--- src/rtl/cpu_pkg.sv ---
// Shared CPU types and constants for the fetch/decode boundary.
package cpu_pkg;

  localparam int unsigned N = 32;

  localparam logic [N-1:0] NOP = 32'h0000_0000;

  typedef struct packed {
    logic [N-1:0] instr;
    logic [N-1:0] pcinc4;
  } ifid_entry_t;

endpackage

--- src/rtl/ifid_stall_ctr.sv ---
// Saturating 16-bit counter of decode-stall cycles.
module ifid_stall_ctr (
  input  logic        clk,
  input  logic        rst,
  input  logic        inc,
  output logic [15:0] cnt
);

  logic [15:0] cnt_q, cnt_d;

  always_comb begin
    cnt_d = cnt_q;
    if (inc && (cnt_q != 16'hFFFF)) cnt_d = cnt_q + 16'(1);
  end

  always_ff @(posedge clk) begin
    if (rst) cnt_q <= '0;
    else     cnt_q <= cnt_d;
  end

  assign cnt = cnt_q;

endmodule

--- src/rtl/ifid_queue.sv ---
// Fetch-to-decode instruction queue with flush; all outputs come from flops.
// Optional stall counter enabled by defining IFID_STALL_CNT_EN.
module ifid_queue
  import cpu_pkg::ifid_entry_t, cpu_pkg::NOP;
#(
  parameter int unsigned N     = 32,
  parameter int unsigned DEPTH = 2
) (
  input  logic         clk,
  input  logic         rst,
  input  logic         in_valid,
  output logic         in_ready,
  input  logic [N-1:0] in_instr,
  input  logic [N-1:0] in_pcinc4,
  input  logic         flush,
  output logic         out_valid,
  input  logic         out_ready,
  output logic [N-1:0] out_instr,
  output logic [N-1:0] out_pcinc4,
  output logic [15:0]  stall_cnt
);

  localparam int unsigned PTR_W = $clog2(DEPTH);
  localparam int unsigned CNT_W = $clog2(DEPTH + 1);

  ifid_entry_t storage_q [DEPTH];
  ifid_entry_t storage_d [DEPTH];
  ifid_entry_t head;

  logic [PTR_W-1:0] wr_ptr_q, wr_ptr_d, rd_ptr_q, rd_ptr_d;
  logic [CNT_W-1:0] count_q, count_d;
  logic             out_valid_q, out_valid_d;
  logic             in_ready_q, in_ready_d;
  logic [N-1:0]     out_instr_q, out_instr_d;
  logic [N-1:0]     out_pcinc4_q, out_pcinc4_d;
  logic             push, pop;

  assign push = in_valid & in_ready_q;
  assign pop  = out_valid_q & out_ready;

  // Next queue state; output flops are loaded from the post-update head.
  always_comb begin
    storage_d = storage_q;
    wr_ptr_d  = wr_ptr_q;
    rd_ptr_d  = rd_ptr_q;
    count_d   = count_q;
    if (flush) begin
      wr_ptr_d = '0;
      rd_ptr_d = '0;
      count_d  = '0;
    end else begin
      if (push) begin
        storage_d[wr_ptr_q].instr  = in_instr;
        storage_d[wr_ptr_q].pcinc4 = in_pcinc4;
        wr_ptr_d = wr_ptr_q + PTR_W'(1);
      end
      if (pop) rd_ptr_d = rd_ptr_q + PTR_W'(1);
      if (push && !pop)      count_d = count_q + CNT_W'(1);
      else if (pop && !push) count_d = count_q - CNT_W'(1);
    end
    head         = storage_d[rd_ptr_d];
    out_valid_d  = (count_d != '0);
    in_ready_d   = (count_d != CNT_W'(DEPTH));
    out_instr_d  = out_valid_d ? head.instr  : NOP;
    out_pcinc4_d = out_valid_d ? head.pcinc4 : '0;
  end

  always_ff @(posedge clk) begin
    if (rst) begin
      wr_ptr_q     <= '0;
      rd_ptr_q     <= '0;
      count_q      <= '0;
      out_valid_q  <= 1'b0;
      in_ready_q   <= 1'b1;
      out_instr_q  <= NOP;
      out_pcinc4_q <= '0;
    end else begin
      wr_ptr_q     <= wr_ptr_d;
      rd_ptr_q     <= rd_ptr_d;
      count_q      <= count_d;
      out_valid_q  <= out_valid_d;
      in_ready_q   <= in_ready_d;
      out_instr_q  <= out_instr_d;
      out_pcinc4_q <= out_pcinc4_d;
    end
  end

  // Payload storage is never cleared; stale entries are hidden by count.
  always_ff @(posedge clk) begin
    storage_q <= storage_d;
  end

  assign out_valid  = out_valid_q;
  assign in_ready   = in_ready_q;
  assign out_instr  = out_instr_q;
  assign out_pcinc4 = out_pcinc4_q;

`ifdef IFID_STALL_CNT_EN
  ifid_stall_ctr u_stall_ctr (
    .clk (clk),
    .rst (rst),
    .inc (out_valid_q & ~out_ready),
    .cnt (stall_cnt)
  );
`else
  assign stall_cnt = 16'h0;
`endif

endmodule

--- config.mk ---
export PLATFORM = sky130hd
export DESIGN_NAME = ifid_queue
export DESIGN_NICKNAME = d
export VERILOG_FILES = /design/src/rtl/cpu_pkg.sv /design/src/rtl/ifid_stall_ctr.sv /design/src/rtl/ifid_queue.sv
export SDC_FILE = /design/constraint.sdc
export NUM_CORES = 1
export LEC_CHECK = 0
export CORE_ASPECT_RATIO = 0.9
export CORE_MARGIN = 2
export CORE_UTILIZATION = 46
export DETAILED_ROUTE_END_ITERATION = 7
export PLACE_DENSITY = 0.72
export RECOVER_POWER = 100
export SLEW_MARGIN = 20
export SYNTH_ARGS = -nofsm -noshare
export SYNTH_HDL_FRONTEND = slang
export SYNTH_SLANG_ARGS = --single-unit
--- constraint.sdc ---
create_clock -name clk -period 1.7 [get_ports clk]
set_input_delay 0.17 -clock clk [delete_from_list [all_inputs] [get_ports clk]]
set_output_delay 0.17 -clock clk [all_outputs]
set_load 0.05 [all_outputs]
* Word-level counts from Yosys, hierarchy flattened *
Cells that the tools add are included.

storage, ports and cells
  bits in registers = 198
  bits of input ports = 69
  word-level logic and storage cells = 48

operators by class
  add/sub/neg operators = 4
  $lt $le $gt $ge = 3
  eq/ne operators = 1
  muxes and demuxes = 16
  bitwise gates (word level) = 5
  reductions and logical operators = 8

operators with widths
  operator                                                    count
  bitwise mux 128 bit                                         2
  two-way mux 128 bit                                         2
  two-way mux 64 bit                                          4
  demux 64 bit (select 1 bit)                                 2
  two-way mux 32 bit                                          1
  two-way mux 2 bit                                           3
  greater-or-equal comparator 2 bit, second input constant    2
  inverter 1 -> 2 bit                                         2
  OR reduction 2 bit                                          2
  logical AND 1 bit                                           3
  adder 1 bit, second input constant                          2
  adder 2 x 1 -> 2 bit, second input constant                 1
  bitwise AND 1 bit                                           2
  zero test 1 bit                                             2
  less-than comparator 2 x 1 -> 1 bit, second input constant  1
  two-way mux 1 bit                                           2
  != test 2 bit, second input constant                        1
  nonzero test 2 bit                                          1
  subtractor 2 x 1 -> 2 bit, second input constant            1
  inverter 1 bit                                              1

* Logic depth before layout (Yosys ltp) *
Gate-level depths: netlist of the first run.

  depth after elaboration = 12
  depth in mapped cells = 6
  gate-level depth less buffers = 4

* Least setup slack after synthesis of the first run *
OpenSTA, ideal clock, no wires.

  path kind = register -> register
  start point = register out_valid_q, in the netlist out_valid
  end point = register out_instr_q[10], in the netlist out_instr[10]
  library setup time = 0.103 ns
  data arrival time = 1.866 ns
  data required time = 1.597 ns
  path slack = -0.270 ns
  cell stages (with the launch flop) = 7
  path buffers = 2
  clock period less this slack = 1.970 ns
  cells stage by stage = dfxtp_1 nand3b_1 a21oi_2 buf_4 buf_2 nor2_1 a2111oi_2

on the way
  cells in the longest elaborated chain, start to end = 8

RTL lines
  what                                                           line                                source
  start: declaration                                             ifid_queue.sv:32                    logic out_valid_q, out_valid_d;
  start signal: assignment                                       ifid_queue.sv:81                    out_valid_q <= out_valid_d;
  bitwise AND 1 bit *                                            ifid_queue.sv:39                    assign pop = out_valid_q & out_ready;
  logical AND 1 bit / zero test 1 bit (equally long branches)    ifid_queue.sv:59, ifid_queue.sv:58
  two-way mux 2 bit / logical AND 1 bit (equally long branches)  ifid_queue.sv:59, ifid_queue.sv:58
  two-way mux 2 bit                                              ifid_queue.sv:58                    if (push && !pop) count_d = count_q + CNT_W'(1);
  two-way mux 2 bit                                              ifid_queue.sv:47                    if (flush) begin
  nonzero test 2 bit                                             ifid_queue.sv:62                    out_valid_d = (count_d != '0);
  inverter 1 bit (no source line)                                -
  OR reduction 2 bit (no source line)                            -
  end signal: assignment                                         ifid_queue.sv:83                    out_instr_q <= out_instr_d;
  end: declaration                                               ifid_queue.sv:34                    logic [N-1:0] out_instr_q, out_instr_d;

Every way passes the cells marked *; elsewhere a longest branch is shown, timed or not. The select of a mux whose other input is x is not followed.
A chain may end at the register's enable or synchronous reset.

==> results of run 1 <==
-- metal layers --
metal	global-route usage [%]	vias up	routed length (um)
met3	5.51	12	825
met2	31.1	114	8650
li1	-	2414	-
met5	0	-	0
met4	4.81	0	144
met1	23.2	2412	7910
-- cells by family after synthesis --
group           synth area share (%)
other cells                   0.0494
xor+xnor                       0.231
buf+inv                         8.63
compound gates                  13.1
flops                           52.2
simple gates                    4.58
mux                             21.2
-- critical path: stages, from the launching register on --
cell and delay [ps]:
sky130_fd_sc_hd__dfxtp_4 390, sky130_fd_sc_hd__and4bb_4 250, sky130_fd_sc_hd__buf_12 180, sky130_fd_sc_hd__clkbuf_16 180, sky130_fd_sc_hd__mux2_4 160, sky130_fd_sc_hd__nor2_1 60, sky130_fd_sc_hd__a2111oi_2 360
-- flip-flops by register name, indices dropped and copies added (netlist names) --
register	cells
storage_q	128
wr_ptr_q	1
out_instr	32
rd_ptr_q	1
in_ready	1
out_valid	1
out_pcinc4	32
count_q	2
-- layout make-up --
cell class              instances  area, um^2  area share (%)
inverters                      62         233            2.25
multi-input cells             301        3180            30.7
well taps                     207         259            2.50
repair buffers                201        2100            20.3
flip-flops and latches        198        3970            38.3
clock buffers                  20         447            4.31
clock inverters                12         168            1.62
-- repair_timing --
| action | in CTS | in global routing |
|---|---|---|
| hold buffers | 0 | 0 |
| pin swaps | 6 | 7 |
| endpoints found under the setup margin | 67 | 65 |
| gates resized for setup | 60 | 35 |
| cloned | 0 | 10 |
| endpoints found under the hold margin | 0 | 0 |
| buffers inserted | 0 | 7 |
-- worst min-delay path by stage --
stage / startpoint / endpoint / slack [ps] / depth (start not counted)
floorplan: rst / count_q[1] / 250 / 1
global placement: storage_q[1] / storage_q[1] / 440 / 2
detailed placement: storage_q[127] / storage_q[127] / 450 / 1
CTS: rst / wr_ptr_q / 350 / 2
global route: rst / wr_ptr_q / 360 / 2
finish: rst / wr_ptr_q / 360 / 2
-- cells in the final DEF, fill, tap and decap left out, types with 2 or more instances in the layout --
cell type	instances
sky130_fd_sc_hd__dfxtp_4	2
sky130_fd_sc_hd__mux2i_1	64
sky130_fd_sc_hd__clkinv_4	3
sky130_fd_sc_hd__clkbuf_1	10
sky130_fd_sc_hd__mux2_2	4
sky130_fd_sc_hd__clkbuf_16	24
sky130_fd_sc_hd__nor2_1	49
sky130_fd_sc_hd__clkinvlp_4	3
sky130_fd_sc_hd__buf_6	5
sky130_fd_sc_hd__buf_4	36
sky130_fd_sc_hd__mux2_1	4
sky130_fd_sc_hd__a21boi_0	3
sky130_fd_sc_hd__mux2_4	58
sky130_fd_sc_hd__bufinv_16	3
sky130_fd_sc_hd__nor2_2	14
sky130_fd_sc_hd__nor3_1	5
sky130_fd_sc_hd__xor2_1	2
sky130_fd_sc_hd__inv_6	2
sky130_fd_sc_hd__and3b_1	3
sky130_fd_sc_hd__a21oi_4	2
sky130_fd_sc_hd__a2111oi_4	4
sky130_fd_sc_hd__inv_1	62
sky130_fd_sc_hd__clkdlybuf4s50_1	68
sky130_fd_sc_hd__a2111oi_2	58
sky130_fd_sc_hd__buf_12	17
sky130_fd_sc_hd__dfxtp_1	194
sky130_fd_sc_hd__dfxtp_2	2
sky130_fd_sc_hd__dlygate4sd2_1	58
sky130_fd_sc_hd__conb_1	16
-- power breakdown --
group	switching (mW)	total [mW]	leakage [nW]	internal, mW
combinational	1.52	2.74	2.97	1.22
sequential	0.227	5.69	1.65	5.47
clock	1.76	4.14	0.289	2.38
==> impl_metrics.yaml, run 1 <==
status:
  outcome: "completed"
setup_path:
  rr_endpoint: "out_instr[19]"
  setup.worst_path.class: "register to register"
  critical_path.endpoint: "out_instr[19]"
  worst_r2r_startpoint: "in_ready"
  rrSetupSlack_ps: 6
  worstPathMaxFanout: 10
  ff2ff_path_depth: 6
  timing.critical_path.from_type: "register"
  worstPathRequired_ps: 2020
  worstPathArrival_ps: 2010
  crit_start: "in_ready"
  end_kind: "register"
synth:
  synth_cell_types: 33
  synthDominantAreaCellType: "sky130_fd_sc_hd__dfxtp_1"
  number_of_synthesized_flops_with_an_enable_pin: 0
  synthArstFlopShare_pct: 0
  synthMostInstantiatedCell: "sky130_fd_sc_hd__dfxtp_1"
  ys_seq_elements: 198
  syn_area_um2: 7590
  synthesis.yosys.warnings: 0
  syn-mean-instance-area_um2: 12.6
  post_synth_most_frequent_cells: "sky130_fd_sc_hd__dfxtp_1, sky130_fd_sc_hd__mux2i_1, sky130_fd_sc_hd__nor2_1"
  post_synth_inst_count: 603
  yosys.area.top_type_share_pct: 52.2
  synth.area.top_cells: "sky130_fd_sc_hd__dfxtp_1, sky130_fd_sc_hd__a2111oi_2, sky130_fd_sc_hd__mux2_4"
  synth_seq_area_share_pct: 52.2
  synth-main-ff-cell: "sky130_fd_sc_hd__dfxtp_1"
floorplan:
  initial_core_util_pct: 47.1
  fp.dieW_um: 139
  rows: 44
  placeableCoreArea_um2: 16100
  fp.dieH_um: 126
  die-area_um2: 17600
  io_pins: 151
cts:
  buffers_from_clock_root_to_sink_at_most: 2
  clk-insertion-delay-late_ps: 430
  worst_setup_hold_path_clk_slew_ps: 70
  cts_tree: "built"
  number_of_buffers_created_by_cts: 17
  clock-sinks: 198
  cts.root.buffer_cell: "sky130_fd_sc_hd__clkbuf_16"
  cts-htree-levels: 4
final_layout:
  diodes: 0
  layout-drive-gt1-share_pct: 31.0
  layout-area-overhead-vs-synth_pct: 36.5
  post_layout_instance_count_excluding_filler_cells: 1001
  nets: 850
  filler_cells: 1237
  postLayoutCoreUtil_pct: 64.2
  final_design_area_no_fill_um2: 10400
timing:
  max_freq_mhz: 590
  finalClockSkew_ps: 9.02
  timing_hold_violations_final: 0
  slew_viol_final: 0
  slew_hr_pct: 53.9
  finalSetupTns_ps: 0
  rsz_0062_raised_after_global_routing: "yes"
  finalWorstPathRequiredPeriod_ps: 1690
  finalSetupViolations: 0
  layout_setup_ws_ps: 6.37
  period_share_pct: 99.6
  worst_slew_pin_slew_ps: 694
  hold_ws_ps: 363
placement:
  place_ws_ps: -342
  io_buffers: 134
  gp_congestion: 0.768
  post-dp-hpwl_mm: 10.6
  placement.cell_area_um2: 9430
  post-place-cells: 952
route:
  vias_per_cell: 4.95
  via_count: 4952
  route.antenna.remaining_nets: 0
  routedWlPerCell_um: 17.5
  post-route-drc-count: 0
  drtPass1Iterations: 4
  route.final.wire_length_mm: 17.5
  initialDrtViolationCount: 151
grt:
  grt_first_pass_wirelength_mm: 25.8
  grt_max_degree: 64
  grt_util_overall_pct: 18.4
  grt_pass1_vias: 5042
  global_route.overflow_total: 0
  initial_antenna_violation_count: 0
run:
  max_cap_violations: 0
power_and_ir_drop:
  p_leak_nw: 4.91
  cellPowerDensity_nw_per_um2: 1210
  power.ir.vdd_worst_uv: 879
  final_total_pwr_mw: 12.6
min_path:
  worst_hold_check_path_type: "input pin to register"
(Power assumes the default switching activity.)
==> inputs of run 2 (changes only) <==
--- a/config.mk
+++ b/config.mk
@@ -9,7 +9,7 @@
 export CORE_MARGIN = 2
 export CORE_UTILIZATION = 46
 export DETAILED_ROUTE_END_ITERATION = 7
-export PLACE_DENSITY = 0.72
+export PLACE_DENSITY = 0.75
 export RECOVER_POWER = 100
 export SLEW_MARGIN = 20
 export SYNTH_ARGS = -nofsm -noshare
==> run 2 against run 1 <==
Net effect: global-route usage decreased by 0.28 points; maximum frequency increased by 1.1%; cell count fell by 0.40%; sequential share of layout area rose by 0.29 points; worst hold slack improved by 43 ps; register-to-register slack better by 20 ps; combinational power about the same; critical path type unchanged.
==> impl_metrics.yaml, run 2 (synthesized netlist as in run 1, its figures left out) <==
grt:
  grt_max_degree: 62
  grt_first_pass_wirelength_mm: 25.6
  initial_antenna_violation_count: 0
  grt_util_overall_pct: 18.1
  grt_pass1_vias: 5068
  global_route.overflow_total: 0
timing:
  finalClockSkew_ps: 9.01
  worst_slew_pin_slew_ps: 691
  period_share_pct: 98.5
  max_freq_mhz: 597
  slew_viol_final: 0
  finalWorstPathRequiredPeriod_ps: 1670
  timing_hold_violations_final: 0
  finalSetupTns_ps: 0
  finalSetupViolations: 0
  rsz_0062_raised_after_global_routing: "yes"
  slew_hr_pct: 54.1
route:
  initialDrtViolationCount: 207
  drtPass1Iterations: 4
  route.final.wire_length_mm: 17.3
  route.antenna.remaining_nets: 0
  vias_per_cell: 5.01
  via_count: 4994
  routedWlPerCell_um: 17.3
  post-route-drc-count: 0
cts:
  buffers_from_clock_root_to_sink_at_most: 2
  cts.root.buffer_cell: "sky130_fd_sc_hd__clkbuf_16"
  cts_tree: "built"
  number_of_buffers_created_by_cts: 17
  worst_setup_hold_path_clk_slew_ps: 70
  clock-sinks: 198
  clk-insertion-delay-late_ps: 420
  cts-htree-levels: 4
  cts.hold.buffers_added: 0
power_and_ir_drop:
  power.ir.vdd_worst_uv: 823
  final_total_pwr_mw: 12.3
  p_leak_nw: 4.91
  cellPowerDensity_nw_per_um2: 1200
final_layout:
  mostFrequentLayoutCell: "sky130_fd_sc_hd__dfxtp_1"
  regMostFlops: "storage_q"
  layout-drive-gt1-share_pct: 29.1
  highest_count_cells_in_the_layout_ignoring_fill_and_taps: "sky130_fd_sc_hd__dfxtp_1, sky130_fd_sc_hd__clkdlybuf4s50_1, sky130_fd_sc_hd__mux2i_1"
  layout-area-overhead-vs-synth_pct: 35.5
  final_design_area_no_fill_um2: 10300
  largest_register_ff_count: 128
  diodes: 0
  nets: 847
setup_path:
  worstPathRequired_ps: 2000
  setup.worst_path.class: "register to register"
  worstPathArrival_ps: 1980
  timing.critical_path.from_type: "register"
  critical_path.n_buffers_inverters: 3
  cp_cell_sequence: "buf_4 -> nand4b_1 -> buf_6 -> buf_8 -> mux2i_2 -> a2111oi_2"
  end_kind: "register"
  worstPathMaxFanout: 6
  timing.critical_path.slowest_cell_delay_ps: 400
  worst_path_dominant_cell_family: "buffers and inverters"
  critPathSlowestCell: "sky130_fd_sc_hd__a2111oi_2"
placement:
  gp_congestion: 0.760
  post-dp-hpwl_mm: 11.0
  io_buffers: 134
  placement.cell_area_um2: 9470
run:
  max_cap_violations: 0
floorplan:
  fp.dieW_um: 139
  io_pins: 151
  placeableCoreArea_um2: 16100
  fp.dieH_um: 126
  rows: 44
  die-area_um2: 17600
  initial_core_util_pct: 47.1
min_path:
  worst_hold_check_path_type: "input pin to register"
status:
  outcome: "completed"
run 2: cell count changes in the layout (fill, tap and decap cells not counted), moves of 2 or more:
cell                            before  now
sky130_fd_sc_hd__nor2_1             49   60
sky130_fd_sc_hd__nor2_2             14    3
sky130_fd_sc_hd__buf_4              36   31
sky130_fd_sc_hd__clkinv_2            0    4
sky130_fd_sc_hd__dlygate4sd2_1      58   62
sky130_fd_sc_hd__clkbuf_1           10    7
sky130_fd_sc_hd__buf_12             17   19
sky130_fd_sc_hd__clkinv_4            3    1
run 2: timing repair:
action	in CTS	in global routing
gates cloned	0	8
pin swaps	1	10
gates resized for setup	62	23
setup endpoints to repair	65	51
setup buffers	0	4
run 2: routing by layer:
layer  GRT usage, %  wire (um)  part of all wire (%)  vias up
met5              0          0                     0        -
met4           3.74         97                  0.56        0
met3           5.48        831                   4.8        7
met2           31.8       8750                    51      127
met1           22.1       7600                    44     2447
li1               -          -                     -     2413
run 2: final cells by class:
type                            count  area [um^2]
Timing Repair Buffer              198         2110
Sequential cell                   198         3980
Clock buffer                       20          447
Inverter                           62          233
Tap cell                          207          259
Multi-Input combinational cell    301         3140
Fill cell                        1212         5840
Clock inverter                     11          124
run 2: stage by stage:
step           cells  hold WS (ps)  util (%)  setup slack [ps]
2_1_floorplan    618           247         -              6.49
4_1_cts          985           385      61.8             -32.9
6_report         997           406      63.8              25.4
3_5_place_dp     954           452      58.7              -329
3_3_place_gp     954           439      58.7              -294
5_1_grt          997           392      63.8             -59.2
run 2: worst paths after layout:
| kind | start | to | slack (ps) | depth (start not counted) |
|---|---|---|---|---|
| max | wr_ptr_q | out_pcinc4[17] | 30 | 6 |
| max reg2reg | wr_ptr_q | out_pcinc4[17] | 30 | 6 |
| min reg2reg | storage_q[108] | storage_q[108] | 460 | 1 |
| min | in_pcinc4[18] | storage_q[82] | 410 | 2 |
run 2: worst reg2reg max path: stages, from the launching register on:
cell	delay, ps
sky130_fd_sc_hd__dfxtp_2	340
sky130_fd_sc_hd__buf_4	110
sky130_fd_sc_hd__nand4b_1	200
sky130_fd_sc_hd__buf_6	220
sky130_fd_sc_hd__buf_8	140
sky130_fd_sc_hd__mux2i_2	160
sky130_fd_sc_hd__a2111oi_2	400
run 2: power by group:
part           leakage (nW)  internal [mW]  total [mW]  switching (mW)
sequential             1.65           5.47        5.71           0.241
combinational          2.98           1.20        2.71            1.51
clock                 0.278           2.21        3.89            1.69
total                  4.91           8.87        12.3            3.44
